--- config.mk ---
export PLATFORM = sky130hd
export DESIGN_NAME = reg_writeback_buffer_flat
export DESIGN_NICKNAME = d
export VERILOG_FILES = /design/src/rtl/reg_writeback_buffer_if.sv /design/src/rtl/reg_writeback_buffer.sv /design/src/flat_wrapper.sv
export SDC_FILE = /design/constraint.sdc
export NUM_CORES = 1
export LEC_CHECK = 0
export BUFFER_PORTS_ARGS = -buffer_cell sky130_fd_sc_hd__buf_4
export CORE_MARGIN = 2
export CORE_UTILIZATION = 35
export CTS_BUF_LIST = sky130_fd_sc_hd__clkbuf_4 sky130_fd_sc_hd__clkbuf_8
export CTS_CLUSTER_DIAMETER = 150
export DETAILED_ROUTE_END_ITERATION = 8
export GPL_ROUTABILITY_DRIVEN = 0
export SKIP_CTS_REPAIR_TIMING = 1
export SLEW_MARGIN = 0
export SYNTH_ARGS = -nofsm -noshare
export SYNTH_HDL_FRONTEND = slang
export SYNTH_SLANG_ARGS = --single-unit
--- constraint.sdc ---
create_clock -name clk_i -period 6.04 [get_ports clk_i]
set_input_delay 0.604 -clock clk_i [delete_from_list [all_inputs] [get_ports clk_i]]
set_output_delay 0.604 -clock clk_i [all_outputs]
set_load 0.1 [all_outputs]
--- src/rtl/reg_writeback_buffer_if.sv ---
// Execute-stage request, stack write port and forwarding bundle of the register write-back buffer.
// The master drives requests, Hold and forwarding addresses. The slave (the buffer) drives the rest.
interface reg_writeback_buffer_if #(
  parameter int DEPTH  = 4,
  parameter int ADDR_W = 5,
  parameter int DATA_W = 32
);
  localparam int CNT_W = $clog2(DEPTH + 1);

  logic              in_valid;
  logic              in_ready;
  logic [ADDR_W-1:0] in_addr;
  logic [DATA_W-1:0] in_data;
  logic              hold;

  logic [ADDR_W-1:0] w_addr;
  logic [DATA_W-1:0] w_data;
  logic              write_reg;

  logic [ADDR_W-1:0] fwd_addr_a;
  logic              fwd_hit_a;
  logic [DATA_W-1:0] fwd_data_a;
  logic [ADDR_W-1:0] fwd_addr_b;
  logic              fwd_hit_b;
  logic [DATA_W-1:0] fwd_data_b;

  logic [CNT_W-1:0]  count;
  logic              empty;

  modport master (
    output in_valid, in_addr, in_data, hold, fwd_addr_a, fwd_addr_b,
    input  in_ready, w_addr, w_data, write_reg,
    input  fwd_hit_a, fwd_data_a, fwd_hit_b, fwd_data_b, count, empty
  );

  modport slave (
    input  in_valid, in_addr, in_data, hold, fwd_addr_a, fwd_addr_b,
    output in_ready, w_addr, w_data, write_reg,
    output fwd_hit_a, fwd_data_a, fwd_hit_b, fwd_data_b, count, empty
  );
endinterface

--- src/rtl/reg_writeback_buffer.sv ---
// Queues write-back requests and issues one register write per cycle; a push reaches Write_Reg one edge later.
// In_Ready drops only when the queue is full, even on a popping cycle. Hold stalls issue, never pushes.
module reg_writeback_buffer #(
  parameter int DEPTH  = 4,
  parameter int ADDR_W = 5,
  parameter int DATA_W = 32
) (
  input  logic                 clk_i,
  input  logic                 rst_i,
  reg_writeback_buffer_if.slave bus
);
  localparam int PTR_W = (DEPTH > 1) ? $clog2(DEPTH) : 1;
  localparam int CNT_W = $clog2(DEPTH + 1);

  logic [ADDR_W-1:0] mem_addr_q [DEPTH];
  logic [DATA_W-1:0] mem_data_q [DEPTH];

  logic [PTR_W-1:0]  head_q, head_d;
  logic [PTR_W-1:0]  tail_q, tail_d;
  logic [CNT_W-1:0]  count_q, count_d;
  logic [ADDR_W-1:0] w_addr_q, w_addr_d;
  logic [DATA_W-1:0] w_data_q, w_data_d;
  logic              write_reg_q, write_reg_d;

  logic in_ready;
  logic push;
  logic pop;

  assign in_ready = (count_q < CNT_W'(DEPTH));
  // Address 0 is accepted for handshake purposes but never occupies an entry.
  assign push     = bus.in_valid & in_ready & (bus.in_addr != '0);
  assign pop      = ~bus.hold & (count_q != '0);

  always_comb begin
    head_d      = head_q;
    tail_d      = tail_q;
    w_addr_d    = w_addr_q;
    w_data_d    = w_data_q;
    write_reg_d = 1'b0;
    if (pop) begin
      w_addr_d    = mem_addr_q[head_q];
      w_data_d    = mem_data_q[head_q];
      write_reg_d = 1'b1;
      head_d      = head_q + PTR_W'(1);
    end
    if (push) begin
      tail_d = tail_q + PTR_W'(1);
    end
    count_d = count_q + CNT_W'(push) - CNT_W'(pop);
  end

  always_ff @(posedge clk_i or posedge rst_i) begin
    if (rst_i) begin
      head_q      <= '0;
      tail_q      <= '0;
      count_q     <= '0;
      w_addr_q    <= '0;
      w_data_q    <= '0;
      write_reg_q <= 1'b0;
    end else begin
      head_q      <= head_d;
      tail_q      <= tail_d;
      count_q     <= count_d;
      w_addr_q    <= w_addr_d;
      w_data_q    <= w_data_d;
      write_reg_q <= write_reg_d;
    end
  end

  always_ff @(posedge clk_i) begin
    if (push) begin
      mem_addr_q[tail_q] <= bus.in_addr;
      mem_data_q[tail_q] <= bus.in_data;
    end
  end

  // Scan oldest to youngest (output stage, then queue from head) so the last match wins.
  function automatic logic [DATA_W:0] fwd_lookup(input logic [ADDR_W-1:0] addr);
    logic              hit;
    logic [DATA_W-1:0] dat;
    logic [PTR_W-1:0]  idx;
    hit = 1'b0;
    dat = '0;
    idx = '0;
    if (addr != '0) begin
      if (write_reg_q && (w_addr_q == addr)) begin
        hit = 1'b1;
        dat = w_data_q;
      end
      for (int i = 0; i < DEPTH; i++) begin
        idx = head_q + PTR_W'(i);
        if ((CNT_W'(i) < count_q) && (mem_addr_q[idx] == addr)) begin
          hit = 1'b1;
          dat = mem_data_q[idx];
        end
      end
    end
    return {hit, dat};
  endfunction

  always_comb begin
    {bus.fwd_hit_a, bus.fwd_data_a} = fwd_lookup(bus.fwd_addr_a);
  end

  always_comb begin
    {bus.fwd_hit_b, bus.fwd_data_b} = fwd_lookup(bus.fwd_addr_b);
  end

  assign bus.in_ready  = in_ready;
  assign bus.w_addr    = w_addr_q;
  assign bus.w_data    = w_data_q;
  assign bus.write_reg = write_reg_q;
  assign bus.count     = count_q;
  assign bus.empty     = (count_q == '0) & ~write_reg_q;

endmodule

--- src/flat_wrapper.sv ---
// flat-port wrapper written by rule: the top's interface ports become plain ports
module reg_writeback_buffer_flat 
#(
  parameter int DEPTH  = 4,
  parameter int ADDR_W = 5,
  parameter int DATA_W = 32
)
  (clk_i, rst_i, bus_in_valid, bus_in_addr, bus_in_data, bus_hold, bus_fwd_addr_a, bus_fwd_addr_b, bus_in_ready, bus_w_addr, bus_w_data, bus_write_reg, bus_fwd_hit_a, bus_fwd_data_a, bus_fwd_hit_b, bus_fwd_data_b, bus_count, bus_empty);
  reg_writeback_buffer_if #(.DEPTH(DEPTH), .ADDR_W(ADDR_W), .DATA_W(DATA_W)) bus_i ();
  input  logic clk_i;
  input  logic rst_i;
  input wire logic [$bits(bus_i.in_valid)-1:0] bus_in_valid;
  input wire logic [$bits(bus_i.in_addr)-1:0] bus_in_addr;
  input wire logic [$bits(bus_i.in_data)-1:0] bus_in_data;
  input wire logic [$bits(bus_i.hold)-1:0] bus_hold;
  input wire logic [$bits(bus_i.fwd_addr_a)-1:0] bus_fwd_addr_a;
  input wire logic [$bits(bus_i.fwd_addr_b)-1:0] bus_fwd_addr_b;
  output wire logic [$bits(bus_i.in_ready)-1:0] bus_in_ready;
  output wire logic [$bits(bus_i.w_addr)-1:0] bus_w_addr;
  output wire logic [$bits(bus_i.w_data)-1:0] bus_w_data;
  output wire logic [$bits(bus_i.write_reg)-1:0] bus_write_reg;
  output wire logic [$bits(bus_i.fwd_hit_a)-1:0] bus_fwd_hit_a;
  output wire logic [$bits(bus_i.fwd_data_a)-1:0] bus_fwd_data_a;
  output wire logic [$bits(bus_i.fwd_hit_b)-1:0] bus_fwd_hit_b;
  output wire logic [$bits(bus_i.fwd_data_b)-1:0] bus_fwd_data_b;
  output wire logic [$bits(bus_i.count)-1:0] bus_count;
  output wire logic [$bits(bus_i.empty)-1:0] bus_empty;
  assign bus_i.in_valid = bus_in_valid;
  assign bus_i.in_addr = bus_in_addr;
  assign bus_i.in_data = bus_in_data;
  assign bus_i.hold = bus_hold;
  assign bus_i.fwd_addr_a = bus_fwd_addr_a;
  assign bus_i.fwd_addr_b = bus_fwd_addr_b;
  assign bus_in_ready = bus_i.in_ready;
  assign bus_w_addr = bus_i.w_addr;
  assign bus_w_data = bus_i.w_data;
  assign bus_write_reg = bus_i.write_reg;
  assign bus_fwd_hit_a = bus_i.fwd_hit_a;
  assign bus_fwd_data_a = bus_i.fwd_data_a;
  assign bus_fwd_hit_b = bus_i.fwd_hit_b;
  assign bus_fwd_data_b = bus_i.fwd_data_b;
  assign bus_count = bus_i.count;
  assign bus_empty = bus_i.empty;
  reg_writeback_buffer #(.DEPTH(DEPTH), .ADDR_W(ADDR_W), .DATA_W(DATA_W)) u_core (.clk_i(clk_i), .rst_i(rst_i), .bus(bus_i));
endmodule
==> run_results.csv, run 1 <==
group,metric,value,unit
cts,clk_path_buf_depth,2,
global_route,grtUsageTotal,21.7,%
layout,stdcell_area,0.0158,mm2
floorplanning,die_y,201,um
worst_setup_path,worstPathArrival,4.61,ns
cts,clk_latency,0.51,ns
synthesis,ys.flop_type,"edfxtp_1",
layout,layout_common_cells,"buf_4, edfxtp_1, mux4_2",
synthesis,synth_nets,1172,
synthesis,netlist_instances,1112,
sta,fin_skew,0.0245,ns
sta,rsz0062_at_grt,"no",
synthesis,netlist.top_cell.by_area,"edfxtp_1",
layout,syn_to_final_growth,15.6,%
detailed_routing,first_pass_iters,6,
cts,htreeDepth,4,
worst_setup_path,start_kind,"flip-flop",
worst_setup_path,worstSetupPathType,"reg -> out",
worst_setup_path,crit_fanout,29,
synthesis,synth_seq_cells,193,
detailed_routing,wl,44.5,mm
sta,slew_headroom,24.3,%
worst_setup_path,crit_buf_inv,3,
floorplanning,num_rows,72,
layout,largest_reg_flops,128,
flow_run,cap_violations,0,
global_route,grt_max_degree,73,
global_route,grt_pass1_vias,10700,
worst_setup_path,r2r_setup_slack,3.20,ns
sta,tns,0,ns
sta,setup_violations,0,
floorplanning,io_pins,160,
sta,period_minus_slack,5.21,ns
cts,cts_sinks,193,
placement,hpwlAfterDp,29.2,mm
worst_setup_path,reg2reg_depth,4,
layout,largest_register,"u_core.mem_data_q",
detailed_routing,vias,11000,
synthesis,synthTopCellsByArea,"edfxtp_1, mux4_2, dfrtp_1",
detailed_routing,drt_iter0_markers,1358,
cts,tritoncts,"done",
detailed_routing,wire_per_inst,25.7,um
detailed_routing,drc_errors,0,
worst_setup_path,worstPathCellList,"buf_4, mux4_2, xnor2_1, nand2_1, or2_1, buf_4, nor2_1, o31ai_1, buf_4",
sta,finalHoldViolCount,0,
synthesis,ys_seq_area_share,40.9,%
worst_setup_path,rr_startpoint,"u_core.head_q[1]",
worst_setup_path,regToRegEndpoint,"u_core.bus.w_data[18]",
synthesis,yosysWarnings,0,
global_route,antenna_found_initial,2,
sta,worstMarginPinSlew,1.14,ns
sta,fmax,192,MHz
global_route,grt_pass1_wl,66.6,mm
cts,clkTransAtPathRegs,0.12,ns
status,status,"finished clean",
layout,nets,1259,
placement,io_buffers,159,
cts,cts-root-buf,"clkbuf_8",
worst_setup_path,crit_top_cell,"buf_4",
worst_setup_path,crit_family,"buffers and inverters",
sta,report.final.slew_viol_count,0,
layout,fill_cells,3684,
synthesis,synth.top_cell.area_share,32.6,%
floorplanning,core-area,0.0386,mm2
global_route,overflow,0,
cts,cts_buffers,17,
layout,final_common_cell,"buf_4",
detailed_routing,avgViaCountPerCell,6.37,
worst_setup_path,cp.required,5.44,ns
hold_path,hp-class,"in -> async",
sta,fin_crit_sh,86.3,%
layout,drive_gt1_share,37.9,%
synthesis,synth_edf_count,148,
floorplanning,fp.dieW,201,um
worst_setup_path,slowest_delay,0.74,ns
synthesis,syn_area,0.0136,mm2
layout,final_util,40.9,%
synthesis,synth-async-reset-ratio,23.3,%
placement,dpl_cell_area,0.0153,mm2
floorplanning,dieArea,0.0405,mm2
floorplanning,initial_utilization,35.4,%
detailed_routing,antenna_left,0,
worst_setup_path,cp-end-kind,"primary output",
worst_setup_path,crit_slowest_cell,"dfrtp_4",
synthesis,synth_area_per_cell,12.3,um2
synthesis,yosysUniqueCellTypes,53,
==> cells in the mapped netlist, drive strengths merged, types with 3 or more instances <==
master	n
inv	12
dfrtp	45
edfxtp	148
a211oi	32
a21oi	11
nor2	76
nor4	7
nor3	4
mux2	3
clkbuf	61
a31oi	31
xnor2	26
ha	8
mux4	144
mux2i	22
nand2	118
and2	7
o21ai	7
o31ai	64
xor2	23
nand2b	3
a221oi	32
nand3	36
nor2b	4
buf	67
a32oi	64
or2	35
==> how the worst max path moves through the flow <==
stage,from,end,slack (ns),depth (start not counted)
2_1_floorplan,u_core.bus.count[2],bus_fwd_data_b[13],0.08,10
3_3_place_gp,u_core.head_q[0],bus_fwd_data_b[3],1.52,9
3_5_place_dp,u_core.head_q[1],bus_fwd_data_b[0],1.46,8
4_1_cts,u_core.head_q[1],bus_fwd_data_b[0],0.90,8
5_1_grt,u_core.head_q[1],bus_fwd_data_b[0],0.66,8
6_report,u_core.head_q[0],bus_fwd_data_b[3],0.83,9
==> metal layers <==
layer  vias up  share of wire (%)  track usage, %
li1       4663                  -               -
met1      5545                 41            30.0
met2       717                 46            33.9
met3        99                9.7            4.26
met4         2                3.0            7.75
met5         -              0.029               0
==> final cells by class <==
class | instances | area (um2) | area share, %
tap | 518 | 648 | 4.11
timing repair buffer | 196 | 1470 | 9.34
antenna | 1 | 2.50 | 0.0159
clock inverter | 14 | 196 | 1.25
multi-input combinational | 779 | 7580 | 48.1
clock buffer | 18 | 241 | 1.53
inverter | 12 | 45.0 | 0.286
sequential | 193 | 5580 | 35.4
==> per-stage QoR <==
| stage | hold slack, ns | instances | setup WS (ns) |
|---|---|---|---|
| 2_1_floorplan | 0.580 | 1112 | 0.0846 |
| 3_3_place_gp | 0.521 | 1698 | 1.52 |
| 3_5_place_dp | 0.527 | 1698 | 1.46 |
| 6_report | 0.274 | 1731 | 0.825 |
| 5_1_grt | 0.269 | 1731 | 0.655 |
| 4_1_cts | 0.273 | 1730 | 0.898 |
==> worst reg2reg max path: stages, from the launching register on <==
cell     delay [ns]
dfrtp_4        0.95
buf_4          0.93
mux4_2         0.70
nand2_1        0.10
nand2_1        0.05
==> cells by family after synthesis <==
kind of cell,share of synthesized area (%)
AO/OA/AOI/OAI,14.2
XOR/XNOR,3.15
adder cells (fa/ha/maj),0.881
buffers and inverters,4.92
flip-flops,40.9
multiplexers,25.7
AND/OR/NAND/NOR,10.3
Power of run 1 is left out: the tool's default activity adds up to more than one toggle a clock period on the data nets, which glitch-free logic cannot reach.
==> inputs of run 2 (changes only) <==
GPL_TIMING_DRIVEN = 0   (was default)
==> run 2 against run 1 <==
Net effect:
- flip-flop and latch count stayed put
- cell count is 4.9% higher
- routed wire length is 9.3% higher
- setup slack better by 0.20 ns
- final area is 2.1% higher
- global-route usage is 2.1 points higher
- die area stayed put
- worst hold slack worse by 0.073 ns
- register-to-register slack worse by 0.16 ns
- via count is 5.4% higher
- maximum frequency is 3.9% higher
==> run_results.csv, run 2 (same netlist as run 1, synthesis figures left out) <==
group,metric,value,unit
status,status,"finished clean",
layout,diodes,0,
placement,dpl_cell_area,0.0157,mm2
global_route,grt_max_degree,28,
layout,largest_reg_flops,128,
worst_setup_path,cp-end-kind,"primary output",
floorplanning,initial_utilization,35.4,%
cts,clkTransAtPathRegs,0.10,ns
sta,setup_violations,0,
worst_setup_path,crit_slowest_cell,"clkbuf_1",
layout,layout_common_cells,"buf_4, edfxtp_1, mux4_2",
worst_setup_path,worstPathCellList,"buf_4, buf_4, buf_4, buf_2, buf_6, buf_2, a211oi_1, nand3_1, clkbuf_1, nor2_1, o31ai_1, buf_4",
sta,report.final.slew_viol_count,0,
floorplanning,dieArea,0.0405,mm2
sta,worstMarginPinSlew,1.09,ns
worst_setup_path,crit_family,"buffers and inverters",
layout,stdcell_area,0.0161,mm2
global_route,grtUsageTotal,23.7,%
detailed_routing,vias,11600,
hold_path,hp-class,"in -> async",
layout,final_common_cell,"buf_4",
sta,rsz0062_at_grt,"no",
floorplanning,die_y,201,um
sta,fmax,199,MHz
global_route,overflow,0,
cts,clk_path_buf_depth,2,
worst_setup_path,worstSetupPathType,"reg -> out",
placement,hpwlAfterDp,35.8,mm
floorplanning,core-area,0.0386,mm2
sta,slew_headroom,27.2,%
floorplanning,num_rows,72,
floorplanning,io_pins,160,
detailed_routing,antenna_left,0,
worst_setup_path,crit_buf_inv,8,
detailed_routing,first_pass_iters,7,
placement,post-place-ws,1.58,ns
cts,cts-root-buf,"clkbuf_8",
layout,syn_to_final_growth,18.0,%
sta,finalHoldViolCount,0,
cts,cts_buffers,17,
cts,cts_sinks,193,
sta,tns,0,ns
sta,period_minus_slack,5.02,ns
layout,largest_register,"u_core.mem_data_q",
flow_run,cap_violations,0,
global_route,grt_pass1_vias,11300,
detailed_routing,wl,48.6,mm
cts,tritoncts,"done",
placement,io_buffers,149,
cts,clk_latency,0.50,ns
worst_setup_path,crit_fanout,10,
worst_setup_path,cp.required,5.44,ns
layout,nets,1345,
global_route,grt_pass1_wl,71.8,mm
sta,fin_skew,0.0154,ns
worst_setup_path,worstPathArrival,4.42,ns
detailed_routing,wire_per_inst,26.8,um
worst_setup_path,slowest_delay,0.56,ns
detailed_routing,drc_errors,0,
sta,fin_crit_sh,83.1,%
sta,setup_slack,1.02,ns
floorplanning,fp.dieW,201,um
worst_setup_path,crit_top_cell,"buf_4",
layout,drive_gt1_share,36.1,%
worst_setup_path,start_kind,"flip-flop",
detailed_routing,avgViaCountPerCell,6.40,
detailed_routing,drt_iter0_markers,1607,
global_route,antenna_found_initial,1,
cts,htreeDepth,4,
==> run 2: changes by cell type in the layout (fill, tap and decap cells not counted), sizes merged <==
cell / delta
diode: -1
buf: +25
clkinvlp: +4
clkbuf: +61
inv: -6
clkinv: +2
==> run 2: cell type report <==
cell class | count | area, um2
multi-input combinational | 779 | 7550
fill | 3666 | 22500
buffer | 128 | 626
inverter | 12 | 45.0
clock inverter | 14 | 164
tap | 518 | 648
sequential | 193 | 5570
timing repair buffer | 154 | 1240
clock buffer | 18 | 241
==> run 2: worst register-to-register path: stages (launching register included) <==
cell	delay [ns]
dfrtp_1	0.46
nor3_1	0.18
or2_2	0.13
clkbuf_1	0.36
inv_2	0.22
buf_1	0.37
ha_1	0.41
inv_1	0.04
ha_1	0.19
fa_1	0.41
xnor2_1	0.13
==> run 2: per-stage QoR <==
step / cells / hold slack [ns] / util, %
final: 1816 / 0.201 / 41.7
after global routing: 1816 / 0.250 / 41.7
after CTS: 1816 / 0.213 / 41.7
after detailed placement: 1784 / 0.524 / 40.7
after global placement: 1779 / 0.522 / 40.3
after floorplan: 1112 / 0.580 / -
==> run 2: worst paths after layout <==
kind	startpoint	endpoint	slack, ns	cells after the start
worst min register to register	u_core.bus.w_data[4]	u_core.bus.w_data[4]	0.54	2
max in group asynchronous	rst_i	u_core.bus.w_data[19]	5.28	3
worst min-delay path	rst_i	u_core.bus.w_addr[1]	0.20	2
min in group clk_i	bus_in_data[12]	u_core.mem_data_q[2][12]	0.29	1
worst max register to register	u_core.bus.count[2]	u_core.bus.count[2]	3.04	10
worst max-delay path	u_core.head_q[1]	bus_fwd_data_a[0]	1.02	12
==> run 2: layer usage <==
| metal | track usage [%] | up-vias | share of wire (%) |
|---|---|---|---|
| met3 | 5.38 | 106 | 10 |
| met4 | 9.22 | 0 | 3.5 |
| li1 | - | 4838 | - |
| met2 | 36.7 | 812 | 46 |
| met1 | 32.6 | 5868 | 40 |
| met5 | 0 | - | 0 |
Power of run 2 is left out for the same reason.
==> inputs of run 3 (changes only) <==
clock period = 4.7 ns   (was 6.04 ns; I/O delays follow)
==> run 3 against run 2 <==
Net effect:
- the flow now finishes with violations (hold timing)
- critical path depth shrank 1
- first-iteration DRC count shrank 6.1%
- non-clock buffer count is the same
==> run_results.csv, run 3 (same netlist as run 1, synthesis figures left out) <==
group,metric,value,unit
status,status,"finished with violations",
status,violations,"hold timing",
global_route,use_met1,34.6,%
global_route,grt_pass1_vias,11100,
layout,layout_common_cells,"buf_4, edfxtp_1, mux4_2",
sta,fin_skew,0.0213,ns
layout,final_common_cell,"buf_4",
sta,period_minus_slack,4.59,ns
cts,clkTransAtPathRegs,0.11,ns
cts,clk_latency,0.51,ns
global_route,antenna_found_initial,1,
placement,hpwlAfterDp,36.6,mm
detailed_routing,wl,50.0,mm
cts,cts_sinks,193,
global_route,grt_pass1_wl,73.9,mm
sta,slew_headroom,21.9,%
sta,worstMarginPinSlew,1.17,ns
detailed_routing,wire_per_inst,27.5,um
floorplanning,io_pins,160,
worst_setup_path,cp.required,4.23,ns
floorplanning,initial_utilization,35.4,%
worst_setup_path,worstSetupPathType,"reg -> out",
worst_setup_path,cp-end-kind,"primary output",
detailed_routing,avgViaCountPerCell,6.38,
sta,rsz0062_at_grt,"no",
global_route,grtUsageTotal,24.5,%
worst_setup_path,rr_startpoint,"u_core.bus.count[2]",
cts,htreeDepth,4,
worst_setup_path,r2r_setup_slack,1.63,ns
layout,finalNonFillerCells,1816,
layout,diodes,0,
detailed_routing,antenna_left,0,
sta,finalHoldViolCount,18,
floorplanning,core-area,0.0386,mm2
worst_setup_path,worstPathArrival,4.12,ns
cts,cts_buffers,17,
worst_setup_path,cp-endpoint,"bus_fwd_data_a[19]",
worst_setup_path,worstSetupStartpoint,"u_core.head_q[1]",
sta,fin_crit_sh,97.6,%
floorplanning,dieArea,0.0405,mm2
layout,syn_to_final_growth,23.0,%
detailed_routing,first_pass_iters,8,
sta,setup_violations,0,
cts,cts-root-buf,"clkbuf_8",
sta,report.final.slew_viol_count,0,
placement,dp.cells,1784,
worst_setup_path,crit_fanout,10,
floorplanning,die_y,201,um
layout,largest_register,"u_core.mem_data_q",
layout,drive_gt1_share,39.5,%
worst_setup_path,start_kind,"flip-flop",
floorplanning,fp.dieW,201,um
worst_setup_path,regToRegEndpoint,"u_core.bus.count[1]",
global_route,grt_max_degree,28,
flow_run,cap_violations,0,
placement,io_buffers,149,
detailed_routing,drt_iter0_markers,1509,
global_route,grt_use_met3,4.86,%
global_route,grtUsageMet2,37.5,%
layout,nets,1345,
layout,largest_reg_flops,128,
detailed_routing,drc_errors,0,
hold_path,hp-class,"in -> async",
sta,fmax,218,MHz
sta,hold_slack,-0.0176,ns
worst_setup_path,reg2reg_depth,9,
cts,tritoncts,"done",
detailed_routing,vias,11600,
layout,fill_cells,3601,
global_route,overflow,0,
global_route,grt.busiest_layer,"met2",
cts,clk_path_buf_depth,2,
floorplanning,num_rows,72,
-- run 3: cell count changes in the layout (fill, tap and decap cells not counted), sizes merged --
cell,before,now
inv,14,20
bufinv,3,0
clkinvlp,4,1
-- run 3: layout make-up --
| class | count | area (um2) | share of cell area [%] |
|---|---|---|---|
| Buffer | 128 | 632 | 3.77 |
| Clock buffer | 18 | 241 | 1.44 |
| Clock inverter | 14 | 121 | 0.724 |
| Inverter | 12 | 45.0 | 0.269 |
| Multi-Input combinational cell | 779 | 8290 | 49.4 |
| Sequential cell | 193 | 5570 | 33.2 |
| Tap cell | 518 | 648 | 3.87 |
| Timing Repair Buffer | 154 | 1220 | 7.27 |
-- run 3: worst max-delay path: stages (launching register included) --
cell and delay (ns):
dfrtp_1 0.33, buf_4 0.15, buf_4 0.19, buf_4 0.21, buf_2 0.31, buf_6 0.24
buf_2 0.34, buf_1 0.62, mux4_2 0.43, a32oi_1 0.35, o31ai_4 0.14, buf_4 0.26
-- run 3: per-layer routing --
| layer | vias to the layer above | wire (um) |
|---|---|---|
| met5 | - | 10 |
| met2 | 764 | 23000 |
| met1 | 5860 | 20200 |
| li1 | 4847 | - |
| met3 | 116 | 4960 |
| met4 | 2 | 1820 |
-- run 3: worst min path at each step --
stage / start / slack [ns] / to
floorplan: bus_in_addr[0] / 0.57 / u_core.mem_addr_q[0][0]
global placement: u_core.bus.w_data[31] / 0.52 / u_core.bus.w_data[31]
detailed placement: rst_i / 0.52 / u_core.bus.w_data[3]
CTS: rst_i / -0.01 / u_core.bus.w_data[9]
global route: rst_i / 0.01 / u_core.bus.w_data[5]
finish: rst_i / -0.02 / u_core.bus.w_data[9]
-- run 3: metrics by stage --
| step | TNS [ns] | utilization [%] | cell area (um2) | worst slack (ns) |
|---|---|---|---|---|
| 5_1_grt | 0 | 43.5 | 16800 | 0.000342 |
| 2_1_floorplan | -0.374 | - | 14500 | -0.374 |
| 3_5_place_dp | 0 | 42.5 | 16400 | 0.290 |
| 3_3_place_gp | 0 | 42.2 | 16300 | 0.274 |
| 6_report | 0 | 43.5 | 16800 | 0.113 |
| 4_1_cts | 0 | 43.4 | 16700 | 0.0497 |
Power of run 3 is left out for the same reason.
